--- src/rtl/stream_fifo.sv ---
// ---------------------------------------------------------------------------
// stream_fifo
//   Valid/ready stream FIFO with first-word-fall-through output stage.
//   Capacity is 2**DEPTH_LOG2 words in total, counting the output register.
//   Sustains one word per cycle and provides an occupancy count, a registered
//   almost-full flag and a synchronous flush.
//
// Handshake: a word moves across an interface on a rising edge where both
//   valid and ready are 1. Upstream: accept = i_valid & o_ready.
//   Downstream: pop = o_valid & i_ready. o_valid/o_data are held stable while
//   o_valid=1 and i_ready=0. o_ready depends on registered state only.
//
// Ports
//   i_clk          clock, rising edge
//   i_rst          synchronous active-high reset (priority over i_flush)
//   i_flush        synchronous discard of all contents
//   i_data/i_valid upstream data and valid
//   o_ready        upstream ready, high while o_count < 2**DEPTH_LOG2
//   o_data/o_valid downstream data (registered) and valid
//   i_ready        downstream ready
//   o_count        words held, 0..2**DEPTH_LOG2
//   o_almost_full  o_count >= ALMOST_FULL
// ---------------------------------------------------------------------------
module stream_fifo #(
  parameter int DATA_WIDTH  = 8,
  parameter int DEPTH_LOG2  = 4,
  parameter int ALMOST_FULL = 12
) (
  input  logic                  i_clk,
  input  logic                  i_rst,
  input  logic                  i_flush,
  input  logic [DATA_WIDTH-1:0] i_data,
  input  logic                  i_valid,
  output logic                  o_ready,
  output logic [DATA_WIDTH-1:0] o_data,
  output logic                  o_valid,
  input  logic                  i_ready,
  output logic [DEPTH_LOG2:0]   o_count,
  output logic                  o_almost_full
);

  localparam int unsigned DEPTH = 1 << DEPTH_LOG2;
  localparam logic [DEPTH_LOG2:0] DEPTH_C = DEPTH[DEPTH_LOG2:0];
  localparam int unsigned AF_U = ALMOST_FULL;
  localparam logic [DEPTH_LOG2:0] AF_C = AF_U[DEPTH_LOG2:0];

  // Backing store. Only DEPTH-1 entries are ever occupied because the output
  // register holds the oldest word, but a full power-of-two array keeps the
  // pointers wrapping naturally.
  logic [DATA_WIDTH-1:0] mem [DEPTH];

  logic [DEPTH_LOG2-1:0] wr_ptr_q, wr_ptr_d;
  logic [DEPTH_LOG2-1:0] rd_ptr_q, rd_ptr_d;
  logic [DEPTH_LOG2:0]   count_q, count_d;
  logic                  out_valid_q, out_valid_d;
  logic [DATA_WIDTH-1:0] out_data_q, out_data_d;
  logic                  almost_full_q, almost_full_d;

  logic push;
  logic pop;
  logic ram_empty;
  logic out_load;
  logic ram_rd;
  logic bypass;
  logic ram_wr;

  assign o_ready       = (count_q < DEPTH_C);
  assign o_valid       = out_valid_q;
  assign o_data        = out_data_q;
  assign o_count       = count_q;
  assign o_almost_full = almost_full_q;

  always_comb begin
    push      = i_valid & o_ready;
    pop       = out_valid_q & i_ready;
    // The output stage is always filled first, so words held in the RAM are
    // count minus the output-stage occupancy.
    ram_empty = (count_q == {{DEPTH_LOG2{1'b0}}, out_valid_q});
    // Output register may take a new word when it is empty or being popped.
    out_load  = ~out_valid_q | pop;
    ram_rd    = out_load & ~ram_empty;
    // With nothing queued in the RAM, an incoming word goes straight to the
    // output register; this gives the one-cycle fall-through latency and
    // keeps 1 word/cycle at count=1.
    bypass    = out_load & ram_empty & push;
    ram_wr    = push & ~bypass & ~i_flush & ~i_rst;

    wr_ptr_d    = wr_ptr_q;
    rd_ptr_d    = rd_ptr_q;
    out_valid_d = out_valid_q;
    out_data_d  = out_data_q;
    count_d     = count_q;

    if (ram_rd) begin
      out_data_d  = mem[rd_ptr_q];
      out_valid_d = 1'b1;
      rd_ptr_d    = rd_ptr_q + 1'b1;
    end else if (bypass) begin
      out_data_d  = i_data;
      out_valid_d = 1'b1;
    end else if (out_load) begin
      out_valid_d = 1'b0;
    end

    if (ram_wr) begin
      wr_ptr_d = wr_ptr_q + 1'b1;
    end

    case ({push, pop})
      2'b10:   count_d = count_q + 1'b1;
      2'b01:   count_d = count_q - 1'b1;
      default: count_d = count_q;
    endcase

    if (i_flush) begin
      wr_ptr_d    = '0;
      rd_ptr_d    = '0;
      out_valid_d = 1'b0;
      count_d     = '0;
    end

    // Derived from the next count so flag and count change on the same edge.
    almost_full_d = (count_d >= AF_C);
  end

  always_ff @(posedge i_clk) begin
    if (i_rst) begin
      wr_ptr_q      <= '0;
      rd_ptr_q      <= '0;
      count_q       <= '0;
      out_valid_q   <= 1'b0;
      almost_full_q <= 1'b0;
    end else begin
      wr_ptr_q      <= wr_ptr_d;
      rd_ptr_q      <= rd_ptr_d;
      count_q       <= count_d;
      out_valid_q   <= out_valid_d;
      almost_full_q <= almost_full_d;
    end
  end

  // Data paths carry no reset; their contents are meaningless while the
  // corresponding valid state is clear.
  always_ff @(posedge i_clk) begin
    out_data_q <= out_data_d;
  end

  always_ff @(posedge i_clk) begin
    if (ram_wr) begin
      mem[wr_ptr_q] <= i_data;
    end
  end

endmodule

--- config.mk ---
export PLATFORM = sky130hd
export DESIGN_NAME = stream_fifo
export DESIGN_NICKNAME = d
export VERILOG_FILES = /design/src/rtl/stream_fifo.sv
export SDC_FILE = /design/constraint.sdc
export NUM_CORES = 1
export LEC_CHECK = 0
export ABC_AREA = 0
export CAP_MARGIN = 5
export CORE_MARGIN = 10
export CORE_UTILIZATION = 60
export DETAILED_ROUTE_END_ITERATION = 10
export HOLD_SLACK_MARGIN = 0.12
export PLACE_DENSITY_LB_ADDON = 0.1
export SLEW_MARGIN = 20
export SYNTH_ARGS = -nofsm -noshare
export SYNTH_HDL_FRONTEND = slang
export SYNTH_SLANG_ARGS = --single-unit
--- constraint.sdc ---
create_clock -name i_clk -period 3.3 [get_ports i_clk]
set_input_delay 0.66 -clock i_clk [delete_from_list [all_inputs] [get_ports i_clk]]
set_output_delay 0.66 -clock i_clk [all_outputs]
set_load 0.1 [all_outputs]
## Word-level counts from Yosys, hierarchy flattened

Memories as Yosys holds them, arrays and structs flattened. A register that Yosys moved wholly into a read port is not among the register bits.
Cells that the tools add are included.
Widths: inputs -> output; s select.

- Output and inout port bits: 16
- Memories: 1
- ROM bits: 0
- Bits in writable memories: 128
- Latch bits: 0
- Flip-flop bits (word level): 23

- Multiplexer cells: 11
- Bitwise logic cells: 14
- Magnitude comparators: 2
- Reductions and logical operators: 3
- Add/subtract/negate cells: 4
- Shifts and indexed selects: 0
- Multiply operators: 0
- Divide/modulo/power cells: 0
- Equal/unequal tests: 3

Memory list:

| name | depth | width | rd ports | clocked after memory_dff | write ports | RTL line | RTL |
|---|---|---|---|---|---|---|---|
| mem | 16 | 8 | 1 | 1 | 1 | 50 | `logic [DATA_WIDTH-1:0] mem [DEPTH];` |

Operators with widths:

| cell | number |
|---|---|
| $mux 8 | 2 |
| $pmux 5 s2 | 1 |
| $add 4x1->4 const B | 2 |
| $and 1x1->1 | 8 |
| $mux 4 | 2 |
| $add 5x1->5 const B | 1 |
| $eq 5x1->1 | 1 |
| $ge 5x4->1 const B | 1 |
| $lt 5x5->1 const B | 1 |
| $mux 1 | 5 |
| $mux 5 | 1 |
| $not 1->1 | 5 |
| $sub 5x1->5 const B | 1 |
| $reduce_bool 3->1 | 1 |
| $eq 2x1->1 const B | 1 |
| $eq 2x2->1 const B | 1 |
| $reduce_bool 2->1 | 1 |
| $reduce_or 2->1 | 1 |
| $or 1x1->1 | 1 |

## Longest topological paths before layout

Gate-level depths: netlist of the first run.

- Word-level depth: 10
- Mapped depth: 10
- Mapped depth without buffers: 9

## Worst setup path after synthesis of the first run

Ideal clock, no wire load.

- Path type: reg-to-reg
- From: reg count_q[4], in the netlist o_count[4]
- To: reg almost_full_q, in the netlist o_almost_full
- Stages on the path, launching flop included: 11
- Data arrival time: 2,687 ps
- Required time: 3,172 ps
- Buffers on the path: 1
- Library setup time: 128 ps
- Setup slack: 486 ps
- Period minus slack after synthesis: 2,814 ps
- Cells stage by stage: dfxtp_1 > nand2b_1 > ha_1 > buf_2 > xor2_1 > ha_1 > a21o_1 > nand3_1 > a31oi_1 > mux2i_1 > o31ai_1

- Word-level cells in the longest chain between the ends: 6

Ends and longest elaborated chain:

| what | RTL line | RTL |
|---|---|---|
| start: declaration | 54 | `logic [DEPTH_LOG2:0] count_q, count_d;` |
| start signal: assignment | 136 | `count_q <= count_d;` |
| $lt 5x5->1 | 67 | `assign o_ready = (count_q < DEPTH_C);` |
| $and 1x1->1 | 74 | `push = i_valid & o_ready;` |
| $eq 2x1->1 or $eq 2x2->1 (tied branches) | 109 | `case ({push, pop})` |
| $pmux 5 s2 (*) | 109 |  |
| $mux 5 (*) | 115 | `if (i_flush) begin` |
| $ge 5x4->1 (*) | 123 | `almost_full_d = (count_d >= AF_C);` |
| end signal: assignment | 138 | `almost_full_q <= almost_full_d;` |
| end: declaration | 57 | `logic almost_full_q, almost_full_d;` |

Mark *: on every way between the ends. The rest lies on a longest branch, timed or not.
A chain may end at the register's enable or synchronous reset.

## Worst setup path in the final report of the first run

- From: in i_ready
- To: reg almost_full_q, in the netlist o_almost_full

- Word-level cells in the longest chain between the ends: 5

Ends and longest elaborated chain:

| what | RTL line | RTL |
|---|---|---|
| start: declaration | 37 | `input logic i_ready,` |
| $and 1x1->1 (*) | 75 | `pop = out_valid_q & i_ready;` |
| $eq 2x1->1 or $eq 2x2->1 (tied branches) | 109 |  |
| $pmux 5 s2 (*) | 109 |  |
| $mux 5 (*) | 115 |  |
| $ge 5x4->1 (*) | 123 |  |

Marks and branches as above.

==> impl_metrics.toml, run 1 <==
[worst_setup_path]
path_cells = "clkdlybuf4s50_1, and2_1, ha_1, xor2_1, ha_1, a21o_1, nand3_1, a31oi_1, mux2i_1, o31ai_1"
endpoint_kind = "register"
crit_family = "adder cells"
cp.required_ns = 3.70
critPathArrivalTime_ns = 2.83
crit_buf_inv = 1
path_max_fanout = 8
cp-start-kind = "primary input"
path_common_cell = "ha_1"
crit_path_max_incr_delay_ns = 0.50
crit_type = "primary input to register"
crit_path_top_delay_cell = "clkdlybuf4s50_1"

[sta]
fin_setup_tns_ns = 0
timing.final.crit_share_pct = 73.5
clock.fmax_mhz = 412
finalMaxSlewViolations = 0
grt_setup_unrepaired = "false"
worst-slew-pin-transition_ns = 0.788
hold_violations = 0
setup_viol = 0
skew_ns = 0.0109
relSlewSlack_pct = 47.4
min_period_ns = 2.43

[floorplan]
die_y_um = 123
die_area_um2 = 15100
die_w_um = 123
row_count = 37
start_util_pct = 61.6
core_um2 = 10300
io-pin-count = 29

[cts]
cts_setup_buffers = 0
htree_levels = 4
path_clk_slew_ns = 0.06
clock-sinks = 155
numCtsBuffers = 17
cts_buffer_depth = 2
clock_latency_ns = 0.52
holdBufCountCts = 0
cts_tree = "yes"
cts_resized = 0
root_buffer = "clkbuf_8"

[yosys]
avgSynthCellArea_um2 = 18.6
yosys_warnings = 0
syn_nets = 363
synth_area_um2 = 6360
synth.distinct_cells = 38
seq_area_frac_synth_pct = 70.2
ys_ff_latch = 155
synthCells = 342

[drt]
postRouteAntennaNets = 0
wire_per_inst_um = 22.5
drc_errors = 0
wl_mm = 12.2
viasPerCell = 5.99
dr_total_vias = 3246
drt_iter0_drc = 289
first_pass_iters = 5

[power_and_ir_drop]
vdd.ir_drop.worst_v = 0.000417
power_w = 0.00434
p_per_area_nw_per_um2 = 591
p_leak_nw = 2.44

[grt]
antenna_found_initial = 0
grt_pass1_vias = 3175
grt_util_all_layers_pct = 16.7
grt_pass1_wl_mm = 18.3
overflow = 0
grt_max_degree = 25

[placement]
gp_congestion = 0.759
hpwlAfterDp_mm = 7.65
port_buffers = 28

[final_layout]
area_delta_synth_final_pct = 15.5
drive_above_1_share_pct = 20.2
fill_cells = 642
antennaDiodeCount = 0
nets = 416

[worst_hold_path]
hold_class = "register to register"

[status]
outcome = "complete, no violations"

[flow_run]
cap_violations = 0
==> worst min-delay path, delay by kind of cell (launching register included) <==
kind | cells | cell delay [ns]
AND/OR/NAND/NOR | 1 | 0.07
AO/OA/AOI/OAI | 1 | 0.07
flip-flops | 1 | 0.33
==> cell type report <==
class,count,area [µm²],share of cell area (%)
tap,136,170,2.32
timing repair buffer,51,413,5.62
clock buffer,18,418,5.69
clock inverter,12,125,1.70
inverter,6,22.5,0.307
sequential,155,4460,60.8
multi-input combinational,164,1730,23.6
==> cell families after synthesis <==
| logic type | count (synthesis) | share of synthesized area (%) |
|---|---|---|
| muxes | 50 | 15.5 |
| adders and majority gates | 8 | 1.57 |
| DFF | 155 | 70.2 |
| xor gates and xnor gates | 12 | 1.77 |
| AOI/OAI and AO/OA | 24 | 3.09 |
| buffers and inverters | 23 | 2.54 |
| and+or+nand+nor | 70 | 5.26 |
==> sequential cells by signal, indices dropped and copies added (netlist names), named ones only <==
register and cells:
rd_ptr_q 4, o_data 8, o_valid 1, o_almost_full 1, wr_ptr_q 4, mem 128, o_count 5
==> worst paths after layout <==
check	from	end	slack, ns	cells past startpoint
min	rd_ptr_q[1]	register	0.52	2
max reg2reg	o_count[4]	o_almost_full	0.89	9
max	i_ready	o_almost_full	0.87	10
min reg2reg	rd_ptr_q[1]	register	0.52	2
==> per-stage QoR <==
step,hold slack [ns],cells,setup slack [ns],util [%],area (µm²)
2_1_floorplan,0.468,342,0.486,-,6360
3_3_place_gp,0.486,512,0.448,65.9,6800
3_5_place_dp,0.495,512,0.373,65.9,6800
4_1_cts,0.518,542,0.904,71.1,7340
5_1_grt,0.566,542,0.749,71.1,7340
6_report,0.517,542,0.873,71.1,7340
==> where the power goes <==
| group | internal [W] | total (W) | switching (W) |
|---|---|---|---|
| Sequential | 0.00216 | 0.00218 | 0.0000144 |
| Clock | 0.00106 | 0.00179 | 0.000731 |
| Combinational | 0.0000984 | 0.000369 | 0.000271 |
| Total | 0.00332 | 0.00434 | 0.00102 |
==> layout by cell type (no fill, tap or decap), types with 7 or more instances in the layout <==
| cell | n |
|---|---|
| buf_4 | 39 |
| clkbuf_16 | 16 |
| clkdlybuf4s50_1 | 12 |
| dfxtp_1 | 19 |
| edfxtp_1 | 136 |
| ha_1 | 8 |
| mux2i_1 | 18 |
| mux4_1 | 23 |
| mux4_2 | 9 |
| nand2_1 | 15 |
| nor2_1 | 30 |
| o221ai_1 | 8 |
| xor2_1 | 7 |
==> Yosys cell counts <==
| library cell | instances | area [µm²] |
|---|---|---|
| a21oi_1 | 6 | 30.0 |
| buf_6 | 5 | 56.3 |
| o21ai_2 | 1 | 8.76 |
| buf_8 | 1 | 15.0 |
| nor4_4 | 1 | 21.3 |
| o211ai_1 | 1 | 7.51 |
| clkbuf_1 | 4 | 15.0 |
| a31oi_1 | 1 | 6.26 |
| ha_1 | 8 | 100 |
| xor2_1 | 7 | 61.3 |
| mux4_1 | 23 | 604 |
| inv_1 | 6 | 22.5 |
| nand2b_1 | 5 | 31.3 |
| mux2i_1 | 18 | 180 |
| xnor2_2 | 1 | 16.3 |
| nand3_1 | 6 | 30.0 |
| o31ai_1 | 1 | 7.51 |
| or2_2 | 1 | 6.26 |
| nor2_1 | 30 | 113 |
| a32oi_1 | 1 | 8.76 |
| xnor2_1 | 4 | 35.0 |
| a21o_1 | 2 | 15.0 |
| o21ai_0 | 1 | 5.00 |
| nand2_1 | 15 | 56.3 |
| nor4b_2 | 1 | 15.0 |
| nand4_1 | 2 | 12.5 |
| dfxtp_1 | 19 | 380 |
| nor3_1 | 6 | 30.0 |
| buf_4 | 1 | 7.51 |
| edfxtp_1 | 136 | 4080 |
| a21oi_4 | 1 | 16.3 |
| and2_1 | 1 | 6.26 |
| a31oi_4 | 1 | 21.3 |
| o221ai_1 | 8 | 70.1 |
| nor2b_1 | 2 | 12.5 |
| buf_12 | 1 | 20.0 |
| buf_2 | 5 | 25.0 |
| mux4_2 | 9 | 203 |
==> layer usage <==
metal	wire length [µm]	GRT usage, %	up-vias
li1	-	-	1476
met3	695	4.56	17
met2	5980	26.1	95
met5	0	0	-
met4	182	6.26	0
met1	5310	22.1	1658
No activity file was read; power rests on OpenSTA's default activity.
==> run 2: changes to the inputs <==
--- a/config.mk
+++ b/config.mk
@@ -8,7 +8,7 @@
 export ABC_AREA = 0
 export CAP_MARGIN = 5
 export CORE_MARGIN = 10
-export CORE_UTILIZATION = 60
+export CORE_UTILIZATION = 54
 export DETAILED_ROUTE_END_ITERATION = 10
 export HOLD_SLACK_MARGIN = 0.12
 export PLACE_DENSITY_LB_ADDON = 0.1
==> constraint.sdc (replaced) <==
create_clock -name i_clk -period 1.95 [get_ports i_clk]
set_input_delay 0.39 -clock i_clk [delete_from_list [all_inputs] [get_ports i_clk]]
set_output_delay 0.39 -clock i_clk [all_outputs]
set_load 0.1 [all_outputs]
==> run 2 against run 1 <==
Compared with the run above:
- die area increased by 9.3%
- clock power increased by 94%
- first-iteration DRC count decreased by 20%
- clock-buffer cell count unchanged
- cell count increased by 7.4%
- clock skew decreased by 0.0043 ns
==> impl_metrics.toml, run 2 (same netlist as run 1, synthesis figures left out) <==
[placement]
gp_congestion = 0.761
dp_cells = 548
place_ws_ns = -0.425
hpwlAfterDp_mm = 8.23
port_buffers = 28

[drt]
wl_met3_um = 714
wl_mm = 12.6
dr_total_vias = 3306
maxUsedRoutingLayer = "met4"
wl_met2_mm = 6.37
viasPerCell = 5.68
drt_iter0_drc = 230
drc_errors = 0
first_pass_iters = 4
postRouteAntennaNets = 0
drt-met1-wl_mm = 5.37
wire_per_inst_um = 21.7

[sta]
setup_ws_ns = 0.0853
clock.fmax_mhz = 536
fin_setup_tns_ns = 0
setup_viol = 0
grt_setup_unrepaired = "true"
timing.final.crit_share_pct = 95.6
hold_violations = 0
relSlewSlack_pct = 62.6
worst-slew-pin-transition_ns = 0.561
skew_ns = 0.00656
min_period_ns = 1.86
finalMaxSlewViolations = 0

[cts]
cts_buffer_depth = 2
clock-sinks = 155
clock_latency_ns = 0.41
cts_tree = "yes"
numCtsBuffers = 17
root_buffer = "clkbuf_16"
holdBufCountCts = 0
htree_levels = 4
path_clk_slew_ns = 0.06

[floorplan]
die_w_um = 128
die_y_um = 128
die_area_um2 = 16500
io-pin-count = 29
start_util_pct = 55.4
row_count = 39
core_um2 = 11500

[final_layout]
area_delta_synth_final_pct = 29.9
most-common-layout-cells = "edfxtp_1, buf_4, buf_12"
final_common_cell = "edfxtp_1"
drive_above_1_share_pct = 32.6
largest_register = "mem"
final_cells = 582
final_util_pct = 72.0
antennaDiodeCount = 0
nets = 447
largest_reg_flops = 128

[status]
outcome = "complete, no violations"

[flow_run]
cap_violations = 0

[worst_setup_path]
crit_path_max_incr_delay_ns = 0.36
crit_type = "register to register"
crit_family = "compound AO/OA/AOI/OAI gates"
path_max_fanout = 3
crit_path_top_delay_cell = "dfxtp_4"
endpoint_kind = "register"
path_cells = "and2_4, ha_4, xor2_2, ha_2, inv_1, o211ai_1, a31oi_1, mux2i_1, o31ai_1"
crit_buf_inv = 1
cp-start-kind = "register"
critPathArrivalTime_ns = 2.15
cp.required_ns = 2.24

[grt]
grt_util_all_layers_pct = 16.2
grt_max_degree = 33
overflow = 0
grt_pass1_wl_mm = 19.8
grt_pass1_vias = 3433
antenna_found_initial = 0

[power_and_ir_drop]
vdd.ir_drop.worst_v = 0.000608
power_w = 0.00788
p_leak_nw = 2.73
p_per_area_nw_per_um2 = 954

[worst_hold_path]
hold_class = "primary input to register"
## run 2: through the flow
stage	instance area (µm²)	hold WS [ns]
2_1_floorplan	6600	0.468
6_report	8250	0.407
5_1_grt	8250	0.416
3_3_place_gp	7600	0.483
3_5_place_dp	7600	0.517
4_1_cts	8230	0.521
## run 2: metal layers
layer | vias up | track usage [%]
met1 | 1664 | 21.0
met5 | - | 0
met3 | 14 | 4.19
li1 | 1542 | -
met2 | 86 | 25.5
met4 | 0 | 6.75
## run 2: cell type report
type | instances | area (µm²)
multi-input combinational | 164 | 1950
timing repair buffer | 82 | 988
sequential | 155 | 4490
clock buffer | 18 | 429
tap | 143 | 179
inverter | 6 | 22.5
clock inverter | 14 | 200
fill | 683 | 3210
## run 2: path summary, 6_finish.rpt
| path | cells after the start | slack (ns) | start | endpoint |
|---|---|---|---|---|
| max | 9 | 0.09 | o_valid | o_almost_full |
| min | 3 | 0.41 | i_valid | o_valid |
| max reg2reg | 9 | 0.09 | o_valid | o_almost_full |
| min reg2reg | 2 | 0.52 | rd_ptr_q[1] | register |
## run 2: worst reg2reg max path: cells and delay by family (launching register included)
kind                     cells  cell delay, ns
multiplexers                 1            0.27
AO/OA/AOI/OAI                3            0.40
adder cells (fa/ha/maj)      2            0.36
buffers and inverters        1            0.08
XOR/XNOR                     1            0.14
flip-flops                   1            0.36
AND/OR/NAND/NOR              1            0.15
## run 2: repair_timing
item                                    4_1_cts  5_1_grt
gates resized for setup                       0        3
endpoints found under the setup margin        0        3
buffers inserted                              0        2
## run 2: power by group
part | internal (W) | switching [W] | leakage (nW)
sequential | 0.00366 | 0.0000268 | 1.39
clock | 0.00225 | 0.00122 | 0.294
combinational | 0.000242 | 0.000485 | 1.05
